**config.mk**
```make
export PLATFORM = sky130hd
export DESIGN_NAME = priority_request_scheduler_flat
export DESIGN_NICKNAME = d
export VERILOG_FILES = /design/src/rtl/priority_request_scheduler_if.sv /design/src/rtl/priority_request_scheduler.sv /design/src/flat_wrapper.sv
export SDC_FILE = /design/constraint.sdc
export NUM_CORES = 1
export LEC_CHECK = 0
export ABC_AREA = 1
export CORE_ASPECT_RATIO = 1.25
export CORE_MARGIN = 2
export CORE_UTILIZATION = 50
export CTS_CLUSTER_SIZE = 20
export DETAILED_ROUTE_END_ITERATION = 8
export GPL_TIMING_DRIVEN = 0
export PLACE_DENSITY = 0.71
export SLEW_MARGIN = 20
export SYNTH_ARGS = -nofsm -noshare
export SYNTH_HDL_FRONTEND = slang
export SYNTH_SLANG_ARGS = --single-unit
```
**constraint.sdc**
```tcl
create_clock -name clk -period 4 [get_ports clk]
set_clock_uncertainty 0.05 [all_clocks]
set_input_delay 0.4 -clock clk [delete_from_list [all_inputs] [get_ports clk]]
set_output_delay 0.4 -clock clk [all_outputs]
set_load 0.03 [all_outputs]
```
**src/rtl/priority_request_scheduler_if.sv**
```systemverilog
// Request/grant bundle between raw request pins, the scheduler and the grant consumer.
// grant_vld/grant_ack: a grant is held stable while grant_vld=1 and retires on the cycle grant_ack=1.
interface priority_request_scheduler_if;
  logic [8:0] req_n;
  logic       en;
  logic       rr_mode;
  logic       grant_ack;
  logic       grant_vld;
  logic [3:0] grant_code_n;
  logic [8:0] grant_onehot;
  logic [8:0] pending;
  logic       drop_err;

  modport master (
    output req_n, en, rr_mode, grant_ack,
    input  grant_vld, grant_code_n, grant_onehot, pending, drop_err
  );

  modport slave (
    input  req_n, en, rr_mode, grant_ack,
    output grant_vld, grant_code_n, grant_onehot, pending, drop_err
  );
endinterface

```
**src/rtl/priority_request_scheduler.sv**
```systemverilog
// Captures falling edges on nine active-low request pins into a sticky pending set and
// issues one grant at a time (fixed priority or round-robin), with a post-ack holdoff.
module priority_request_scheduler #(
  parameter int SYNC_STAGES = 2,
  parameter int HOLDOFF_CYC = 2
) (
  input  logic                              clk,
  input  logic                              rst,
  priority_request_scheduler_if.slave       bus,
  output logic [1:0]                        dbg_state_o
);

  typedef enum logic [1:0] {
    IDLE    = 2'd0,
    GRANT   = 2'd1,
    HOLDOFF = 2'd2
  } state_t;

  state_t     state_q, state_d;
  logic [8:0] sync_q [SYNC_STAGES];
  logic [8:0] prev_q;
  logic [8:0] pending_q, pending_d;
  logic       drop_q, drop_d;
  logic [3:0] idx_q, idx_d;
  logic [3:0] rr_ptr_q;
  logic [3:0] cnt_q;
  logic [8:0] fall;
  logic [8:0] onehot;
  logic [8:0] clr;
  logic       ack_take;

  // Highest set index wins.
  function automatic logic [3:0] fixed_pick(input logic [8:0] p);
    logic [3:0] w;
    w = 4'd0;
    for (int i = 0; i < 9; i++) begin
      if (p[i]) w = 4'(i);
    end
    return w;
  endfunction

  // Candidates ordered ptr-1, ptr-2, ... wrapping 0->8, ptr last; the nearest one is assigned last.
  function automatic logic [3:0] rr_pick(input logic [8:0] p, input logic [3:0] ptr);
    logic [4:0] pos;
    logic [3:0] w;
    w = ptr;
    for (int k = 9; k >= 1; k--) begin
      pos = 5'(ptr) + 5'(9 - k);
      if (pos >= 5'd9) pos = pos - 5'd9;
      if (p[pos[3:0]]) w = pos[3:0];
    end
    return w;
  endfunction

  always_ff @(posedge clk) begin
    if (rst) begin
      for (int s = 0; s < SYNC_STAGES; s++) sync_q[s] <= '1;
      prev_q <= '1;
    end else begin
      sync_q[0] <= bus.req_n;
      for (int s = 1; s < SYNC_STAGES; s++) sync_q[s] <= sync_q[s-1];
      prev_q <= sync_q[SYNC_STAGES-1];
    end
  end

  assign fall     = prev_q & ~sync_q[SYNC_STAGES-1];
  assign onehot   = 9'b1 << idx_q;
  assign ack_take = (state_q == GRANT) && bus.grant_ack;
  assign clr      = ack_take ? onehot : 9'd0;

  // A bit cleared by this ack and re-armed in the same cycle is a fresh request, not a drop.
  always_comb begin
    pending_d = (pending_q & ~clr) | fall;
    drop_d    = |(fall & pending_q & ~clr);
    idx_d     = bus.rr_mode ? rr_pick(pending_q, rr_ptr_q) : fixed_pick(pending_q);
  end

  always_ff @(posedge clk) begin
    if (rst) begin
      pending_q <= '0;
      drop_q    <= 1'b0;
      idx_q     <= '0;
      rr_ptr_q  <= '0;
      cnt_q     <= '0;
    end else begin
      pending_q <= pending_d;
      drop_q    <= drop_d;
      if (state_q == IDLE && state_d == GRANT) idx_q <= idx_d;
      if (ack_take) rr_ptr_q <= idx_q;
      cnt_q <= (state_q == HOLDOFF) ? cnt_q + 4'd1 : 4'd0;
    end
  end

  always_ff @(posedge clk) begin
    if (rst) state_q <= IDLE;
    else     state_q <= state_d;
  end

  always_comb begin
    state_d = state_q;
    case (state_q)
      IDLE:    if (bus.en && (pending_q != 9'd0)) state_d = GRANT;
      GRANT:   if (bus.grant_ack) state_d = (HOLDOFF_CYC == 0) ? IDLE : HOLDOFF;
      HOLDOFF: if (cnt_q == 4'(HOLDOFF_CYC - 1)) state_d = IDLE;
      default: state_d = IDLE;
    endcase
  end

  // Outputs depend only on registers, so req_n never reaches them combinationally.
  always_comb begin
    bus.grant_vld    = (state_q == GRANT);
    bus.grant_onehot = bus.grant_vld ? onehot : 9'd0;
    bus.grant_code_n = bus.grant_vld ? ~(idx_q + 4'd1) : 4'b1111;
    bus.pending      = pending_q;
    bus.drop_err     = drop_q;
    dbg_state_o      = state_q;
  end

endmodule

```
**src/flat_wrapper.sv**
```systemverilog
// flat-port wrapper written by rule: the top's interface ports become plain ports
module priority_request_scheduler_flat 
#(
  parameter int SYNC_STAGES = 2,
  parameter int HOLDOFF_CYC = 2
)
  (clk, rst, dbg_state_o, bus_req_n, bus_en, bus_rr_mode, bus_grant_ack, bus_grant_vld, bus_grant_code_n, bus_grant_onehot, bus_pending, bus_drop_err);
  priority_request_scheduler_if bus_i ();
  input  logic clk;
  input  logic rst;
  output logic [1:0] dbg_state_o;
  input wire logic [$bits(bus_i.req_n)-1:0] bus_req_n;
  input wire logic [$bits(bus_i.en)-1:0] bus_en;
  input wire logic [$bits(bus_i.rr_mode)-1:0] bus_rr_mode;
  input wire logic [$bits(bus_i.grant_ack)-1:0] bus_grant_ack;
  output wire logic [$bits(bus_i.grant_vld)-1:0] bus_grant_vld;
  output wire logic [$bits(bus_i.grant_code_n)-1:0] bus_grant_code_n;
  output wire logic [$bits(bus_i.grant_onehot)-1:0] bus_grant_onehot;
  output wire logic [$bits(bus_i.pending)-1:0] bus_pending;
  output wire logic [$bits(bus_i.drop_err)-1:0] bus_drop_err;
  assign bus_i.req_n = bus_req_n;
  assign bus_i.en = bus_en;
  assign bus_i.rr_mode = bus_rr_mode;
  assign bus_i.grant_ack = bus_grant_ack;
  assign bus_grant_vld = bus_i.grant_vld;
  assign bus_grant_code_n = bus_i.grant_code_n;
  assign bus_grant_onehot = bus_i.grant_onehot;
  assign bus_pending = bus_i.pending;
  assign bus_drop_err = bus_i.drop_err;
  priority_request_scheduler #(.SYNC_STAGES(SYNC_STAGES), .HOLDOFF_CYC(HOLDOFF_CYC)) u_core (.clk(clk), .rst(rst), .bus(bus_i), .dbg_state_o(dbg_state_o));
endmodule
```
==> summary.md, run 1 <==
| Metric | Value |
|---|---|
| Total CTS buffers | 5 |
| Largest area contributor in the netlist | dfxtp_1 |
| Post-route ant nets | 0 |
| Fin crit share | 0.9069 |
| Worst Hold Depth | 1 |
| Critical Path RT | 4.15 ns |
| Slew Viols, Final | 0 |
| Endpoint, Worst Hold | u_core.sync_q[0][17] |
| CP most frequent cell | nand2_1 |
| Fin area | 5240 sq um |
| Pwr/cell area | 362.9 nW/um^2 |
| Sinks on Clock Net | 51 |
| Crit path largest cell delay | 0.40 ns |
| Internal reg-to-reg setup slack | 0.37 ns |
| GRT Total Usage | 0.2808 |
| Yosys warning total | 0 |
| Worst-margin pin slew | 0.7139 ns |
| Share of layout cells above drive strength 1 | 0.1392 |
| Worst setup margin | 0.3726 ns |
| Setup Crit Path Kind | reg2reg |
| Crit path cell chain | buf_6 -> inv_1 -> clkbuf_8 -> ha_1 -> clkbuf_4 -> clkinvlp_4 -> nand3_1 -> o21ai_2 -> nand2_4 -> xor2_4 -> nand2_1 -> o211ai_1 -> nand3_1 -> nand3b_1 -> nand2_1 -> inv_2 -> o21ai_0 -> o21ai_0 -> nand2_1 -> nand2_1 -> nand2_1 -> nand2_1 -> a21oi_2 |
| Max Cap Viol | 0 |
| Global placer's final weighted congestion | 0.9345 |
| DP Worst Slack | -0.2763 ns |
| Largest net degree at the start of global routing | 16 |
| Fillers | 868 |
| Port bufs | 39 |
| CTS Hold Bufs | 0 |
| Worst endpoint data arrival time | 3.77 ns |
| Remaining DRCs | 0 |
| Final WL | 13480 um |
| Clk root buf | clkbuf_8 |
| Post-synth EDFFs | 0 |
| Row count | 38 |
| Avg Inst Size Synth | 6.509 sq um |
| Synth Instances | 696 |
| N_diodes | 0 |
| Top_reg_cell synth | dfxtp_1 |
| WL per Instance | 15.55 um |
| Hold_sp | u_core.sync_q[0][8] |
| Initial antenna violation count | 0 |
| CP max FO | 13 |
| Setup repair after global routing missed its margin | no |
| Slowest cell on the critical path | dfxtp_4 |
| Reg2Reg Depth | 23 |
| Number of global-route vias before repair | 4813 |
| Area after DPL | 5071 sq um |
| H-tree levels | 2 |
| Fin Hold WS | 0.3607 ns |
| Via count | 4868 |
| Final HPWL DP | 10370 um |
| DIE HEIGHT | 110.4 um |
| Remaining global-route overflow | 0 |
| Minimum clock period | 3.627 ns |
| Mapped Area | 4531 sq um |
| FF+latch count, synth | 51 |
| Core ar. | 8748 sq um |
| Worst-skew pair later-pin latency | 0.31 ns |
| Reg2reg end | u_core.idx_q[1] |
| Post-DR vias/cell | 5.615 |
| Starting density of the core | 0.5179 |
| Top post-synthesis cells by area | dfxtp_1 23%, nand2_1 15%, ha_1 8.3%, nand3_1 6.7%, o21ai_0 6.0% |
| Max-slew headroom | 0.5190 |
| Fmax | 275.7 MHz |
| CTS clk-pin slew, worst paths | 0.08 ns |
| First-pass GRT wire length | 22000 um |
| DR iter-0 viols | 359 |
| Seq/Total Area, Yosys | 0.2254 |
| Tightest Hold Check Type | reg2reg |
| Final Hold Fails | 0 |
| Run status | complete, no violations |
| Core Util, Final | 0.5990 |
| Die area | 9843 sq um |
| CTS tree | done |
| DIE WIDTH | 89.14 um |
| Tot Pwr | 1902 uW |
| Syn nets | 740 |
| Yosys cell types | 47 |
| CP Capture Type | flip-flop |
| Worst flop-to-flop path startpoint | u_core.rr_ptr_q[0] |
| Leak | 0.002420 uW |
| Final setup violation count | 0 |
| Synth async-reset ratio | 0 |
| Maximum vdd ir drop | 0.3072 mV |
| IO Pins | 40 |
| CTS Buffer Depth | 2 |
| Synthesis-to-layout area growth | 15.66% |
| Drt first pass iters | 5 |
| Crit start category | flip-flop |
| Final nets | 791 |
| Top cell type's share of synthesized area | 0.2254 |
area by class of cell:
| cell class | instances | area [sq um] | area share |
|---|---|---|---|
| plain buffers | 15 | 130.1 | 0.02483 |
| clock inverters | 1 | 30.03 | 0.005731 |
| flip-flops and latches | 51 | 1028 | 0.1963 |
| inverters | 82 | 327.8 | 0.06256 |
| well taps | 120 | 150.1 | 0.02865 |
| multi-input cells | 548 | 3073 | 0.5864 |
| clock buffers | 6 | 72.57 | 0.01385 |
| repair buffers | 44 | 427.9 | 0.08166 |
metrics by stage:
stage | setup TNS [ns] | instances
after floorplan | 0 | 696
after global routing | 0 | 867
final | 0 | 867
after detailed placement | -0.8658 | 855
after CTS | 0 | 862
after global placement | -0.5631 | 855
per-layer routing:
metal / vias up / GRT usage / wire [um]
met4: 0 / 0.1831 / 936
li1: 2396 / - / -
met1: 2224 / 0.3117 / 5252
met2: 195 / 0.4874 / 6619
met3: 53 / 0.02840 / 671
met5: - / 0 / 0
kinds of logic after synthesis:
family / synth area share
AND/OR/NAND/NOR: 0.3734
AO/OA/AOI/OAI: 0.1837
buffers and inverters: 0.09887
flip-flops: 0.2254
adder cells (fa/ha/maj): 0.08285
XOR/XNOR: 0.03590
flip-flops by register name, indices dropped and copies added (netlist names):
register	count
u_core.idx_q	4
u_core.rr_ptr_q	4
u_core.cnt_q	4
u_core.sync_q	18
u_core.dbg_state_o	2
u_core.bus.drop_err	1
u_core.bus.pending	9
u_core.prev_q	9
worst max-delay path by stage:
stage	slack (ns)	startpoint	endpoint	cells past startpoint
detailed placement	-0.28	u_core.rr_ptr_q[1]	u_core.idx_q[1]	19
floorplan	0.81	u_core.rr_ptr_q[0]	u_core.idx_q[1]	23
CTS	0.02	u_core.rr_ptr_q[0]	u_core.idx_q[1]	23
finish	0.37	u_core.rr_ptr_q[0]	u_core.idx_q[1]	23
global route	0.02	u_core.rr_ptr_q[0]	u_core.idx_q[3]	32
global placement	-0.19	u_core.rr_ptr_q[1]	u_core.idx_q[1]	19
where the power goes:
group	internal, uW	switching [uW]	leakage [uW]
Clock	183	158	0.0000513
Sequential	535	31.4	0.000420
Combinational	338	656	0.00195
Total	1060	845	0.00242
cells in the mapped netlist (all sizes together), types with 6 or more instances:
cell type and count:
o211ai 12, nand2 201, clkbuf 10, nor2 50, o22ai 6, xor2 8
dfxtp 51, o21ai 71, nand3 65, nor3 8, or2 20, inv 79
ha 30, a21oi 46, nand4 8
critical path: cells and delay by family (launching register included):
| family | cells | cell delay [ns] |
|---|---|---|
| XOR/XNOR | 1 | 0.27 |
| AO/OA/AOI/OAI | 5 | 0.61 |
| buffers and inverters | 6 | 0.92 |
| adder cells (fa/ha/maj) | 1 | 0.29 |
| AND/OR/NAND/NOR | 10 | 0.97 |
| flip-flops | 1 | 0.40 |
timing repair:
| action | 4_1_cts | 5_1_grt |
|---|---|---|
| setup endpoints to repair | 4 | 4 |
| resized for setup | 4 | 10 |
| buffers inserted | 0 | 5 |
| pin swaps | 0 | 2 |
layout by cell type (no fill, tap or decap), types with 15 or more instances in the layout:
cell / instances
ha_1: 30
nor2_1: 48
clkdlybuf4s50_1: 39
nand2_1: 176
nand2_2: 18
a21oi_1: 42
o21ai_1: 15
nand3_1: 61
or2_2: 20
inv_1: 66
dfxtp_1: 49
o21ai_0: 51
(Power assumes the default switching activity.)
==> inputs of run 2 (changes only) <==
--- a/config.mk
+++ b/config.mk
@@ -5,14 +5,14 @@
 export SDC_FILE = /design/constraint.sdc
 export NUM_CORES = 1
 export LEC_CHECK = 0
-export ABC_AREA = 1
 export CORE_ASPECT_RATIO = 1.25
 export CORE_MARGIN = 2
 export CORE_UTILIZATION = 50
 export CTS_CLUSTER_SIZE = 20
 export DETAILED_ROUTE_END_ITERATION = 8
+export GPL_ROUTABILITY_DRIVEN = 1
 export GPL_TIMING_DRIVEN = 0
-export PLACE_DENSITY = 0.71
+export PLACE_DENSITY = 0.69
 export SLEW_MARGIN = 20
 export SYNTH_ARGS = -nofsm -noshare
 export SYNTH_HDL_FRONTEND = slang
==> summary.md, run 2 <==
| Metric | Value |
|---|---|
| Post-DR vias/cell | 6.734 (+20%) |
| Pwr/cell area | 210.1 nW/um^2 (-42%) |
| Final Hold Fails | 0 (unchanged) |
| CTS tree | done |
| Run status | complete, no violations |
| H-tree levels | 2 (unchanged) |
| Slew Viols, Final | 0 (unchanged) |
| Area after DPL | 6676 sq um (+32%) |
| Max reg flops | 18 (unchanged) |
| Maximum vdd ir drop | 0.4665 mV (+52%) |
| Tightest Hold Check Type | reg2reg |
| Crit start category | flip-flop |
| Core ar. | 11990 sq um (+37%) |
| GRT Total Usage | 0.3814 (+0.1006) |
| Top post-synthesis cells by area | dfxtp_1 17%, ha_1 6.2%, mux2i_1 5.9%, nor2_1 4.4%, a21oi_1 3.9% |
| Worst Hold Depth | 1 (unchanged) |
| Fin Hold WS | 0.3592 ns (-0.001473 ns) |
| Post-synth EDFFs | 0 (unchanged) |
| Hold_sp | u_core.sync_q[0][8] |
| Reg2Reg Depth | 13 (-43%) |
| IO Pins | 40 (unchanged) |
| Mapped Area | 6081 sq um (+34%) |
| Fin area | 7477 sq um (+43%) |
| Share of layout cells above drive strength 1 | 0.2241 (+0.08491) |
| Commonest non-fill, non-tap cell in the layout | nor2_1 |
| Endpoint, Worst Hold | u_core.sync_q[0][17] |
| DIE HEIGHT | 127.3 um (+15%) |
| Yosys cell types | 104 (+120%) |
| FF+latch count, synth | 51 (unchanged) |
| Yosys warning total | 0 (unchanged) |
| Via count | 6963 (+43%) |
| Most frequent cells in the layout | 70 x nor2_1, 60 x nand2_1, 47 x dfxtp_1 |
| Biggest register | u_core.sync_q |
| Initial antenna violation count | 1 (+1) |
| DIE WIDTH | 102.6 um (+15%) |
| Clk root buf | clkbuf_16 |
| Final WL | 25030 um (+86%) |
| Largest net degree at the start of global routing | 17 (+1) |
| Final std cells w/o fill | 1034 (+19%) |
| Reg2reg end | u_core.idx_q[0] |
| Synth async-reset ratio | 0 (unchanged) |
| CTS clk-pin slew, worst paths | 0.06 ns (-0.02 ns) |
| Final HPWL DP | 18870 um (+82%) |
| CP Capture Type | flip-flop |
| Drt first pass iters | 5 (unchanged) |
| Global placer's final weighted congestion | 1.064 (+14%) |
| Count leader, synth | nor2_1 |
| N_diodes | 0 (unchanged) |
| Remaining DRCs | 0 (unchanged) |
| Worst-skew pair later-pin latency | 0.30 ns (about the same) |
| Sinks on Clock Net | 51 (unchanged) |
| Total CTS buffers | 5 (unchanged) |
| Worst setup margin | 0.01981 ns (-0.3528 ns) |
| Post-route ant nets | 0 (unchanged) |
| Top cell type's share of synthesized area | 0.1679 (-0.05745) |
| Worst-margin pin slew | 0.8587 ns (+0.1448 ns) |
| Port bufs | 39 (unchanged) |
| Worst flop-to-flop path startpoint | u_core.rr_ptr_q[1] |
| Die area | 13060 sq um (+33%) |
| Starting density of the core | 0.5070 (-0.01084) |
| Internal reg-to-reg setup slack | 0.02 ns (-0.35 ns) |
| Worst endpoint data arrival time | 4.10 ns (+0.33 ns) |
| Avg Inst Size Synth | 7.601 sq um (+17%) |
| Synth Instances | 800 (+15%) |
| Synthesis-to-layout area growth | 22.96% |
| Max Cap Viol | 0 (unchanged) |
| Final setup violation count | 0 (unchanged) |
| Critical Path RT | 4.12 ns (-0.03 ns) |
| DR iter-0 viols | 678 (+89%) |
| Placed cells | 1003 (+17%) |
| Row count | 45 (+18%) |
| Remaining global-route overflow | 0 (unchanged) |
| Fin crit share | 0.9950 (+0.08819) |
| Seq/Total Area, Yosys | 0.1679 (-0.05745) |
| Top_reg_cell synth | dfxtp_1 |
| Minimum clock period | 3.980 ns (+0.3528 ns) |
| CP max FO | 10 (-3) |
| Largest area contributor in the netlist | dfxtp_1 |
| CTS Buffer Depth | 2 (unchanged) |
| Commonest cells in the netlist | 71 x nor2_1, 60 x nand2_1, 51 x dfxtp_1 |
| Number of global-route vias before repair | 6619 (+38%) |
| Max-slew headroom | 0.4195 (-0.09956) |
| First-pass GRT wire length | 37680 um (+71%) |
| WL per Instance | 24.21 um (+56%) |
| Leak | 0.002769 uW (+14%) |
| Fmax | 251.2 MHz (-8.9%) |
| Worst setup path startpoint | u_core.rr_ptr_q[1] |
| Syn nets | 844 (+14%) |
| Final nets | 913 (+15%) |
| DP Worst Slack | -1.185 ns (-0.9087 ns) |
| Setup Crit Path Kind | reg2reg |
-- run 2: changes by cell type after synthesis, sizes merged, moves of 21 or more --
cell    delta
buf       +28
mux2i     +36
inv       -53
nand2b    +25
nand3     -33
nor2      +21
nand2    -141
nor3      +22
-- run 2: worst max-delay path by stage --
stage	to	slack, ns	cells past startpoint
floorplan	u_core.idx_q[0]	0.10	14
global placement	u_core.idx_q[1]	-1.26	14
global route	u_core.idx_q[0]	-0.008	13
CTS	u_core.idx_q[1]	0.005	15
detailed placement	u_core.idx_q[1]	-1.19	14
finish	u_core.idx_q[0]	0.02	13
-- run 2: through the flow --
| step | total power (uW) | utilization | TNS, ns |
|---|---|---|---|
| after global routing | 1623 | 0.6235 | -0.008018 |
| after detailed placement | 1062 | 0.5567 | -4.268 |
| after global placement | 1055 | 0.5567 | -4.390 |
| after CTS | 1530 | 0.5984 | 0 |
| after floorplan | 897.9 | - | 0 |
| final | 1571 | 0.6235 | 0 |
-- run 2: cell families (layout without fill, tap and decap cells) --
kind of cell               Yosys count  after routing  synth area share
xor gates and xnor gates            23             23           0.04115
AOI/OAI and AO/OA                  240            240            0.2905
muxes                               45             45           0.08148
and+or+nand+nor                    329            329            0.2918
DFF                                 51             51            0.1679
adders and majority gates           30             30           0.06173
buffers and inverters               82            152           0.06543
-- run 2: cell type report --
cell class / instances / area, sq um
clock buffers: 6 / 138.9
multi-input cells: 667 / 5032
fillers: 1114 / 4516
inverters: 26 / 103.9
well taps: 164 / 205.2
repair buffers: 65 / 583.1
flip-flops and latches: 51 / 1033
clock inverters: 2 / 13.76
plain buffers: 53 / 366.6
-- run 2: power breakdown --
part           switching, uW  internal (uW)  total (uW)
clock                    194            250         444
sequential              24.9            531         556
combinational            345            225         571
total                    564           1010        1570
-- run 2: worst max-delay path, cell delays in order (launching register included) --
cell and delay, ns:
dfxtp_4 0.37, buf_6 0.18, clkinvlp_4 0.18, buf_4 0.23
ha_1 0.31, a22oi_1 0.45, o22ai_1 0.27, o21ai_0 0.25
a2111oi_0 0.15, nor3_1 0.40, nand2_1 0.19, or4_4 0.52
nor3_1 0.19, a211oi_1 0.11
-- run 2: per-layer routing --
metal / vias up / global-route usage / part of all wire / wire length [um]
met3: 132 / 0.06510 / 0.077 / 1927
met5: - / 0 / 0.00072 / 18
met4: 2 / 0.2714 / 0.089 / 2226
met1: 3310 / 0.4352 / 0.36 / 9016
met2: 438 / 0.6328 / 0.47 / 11840
li1: 3081 / - / - / -
-- run 2: what timing repair did --
item,4_1_cts,5_1_grt
gates cloned,0,1
setup endpoints to repair,4,4
hold buffers,0,0
setup buffers,9,16
resized for setup,63,45
pin swaps,11,12
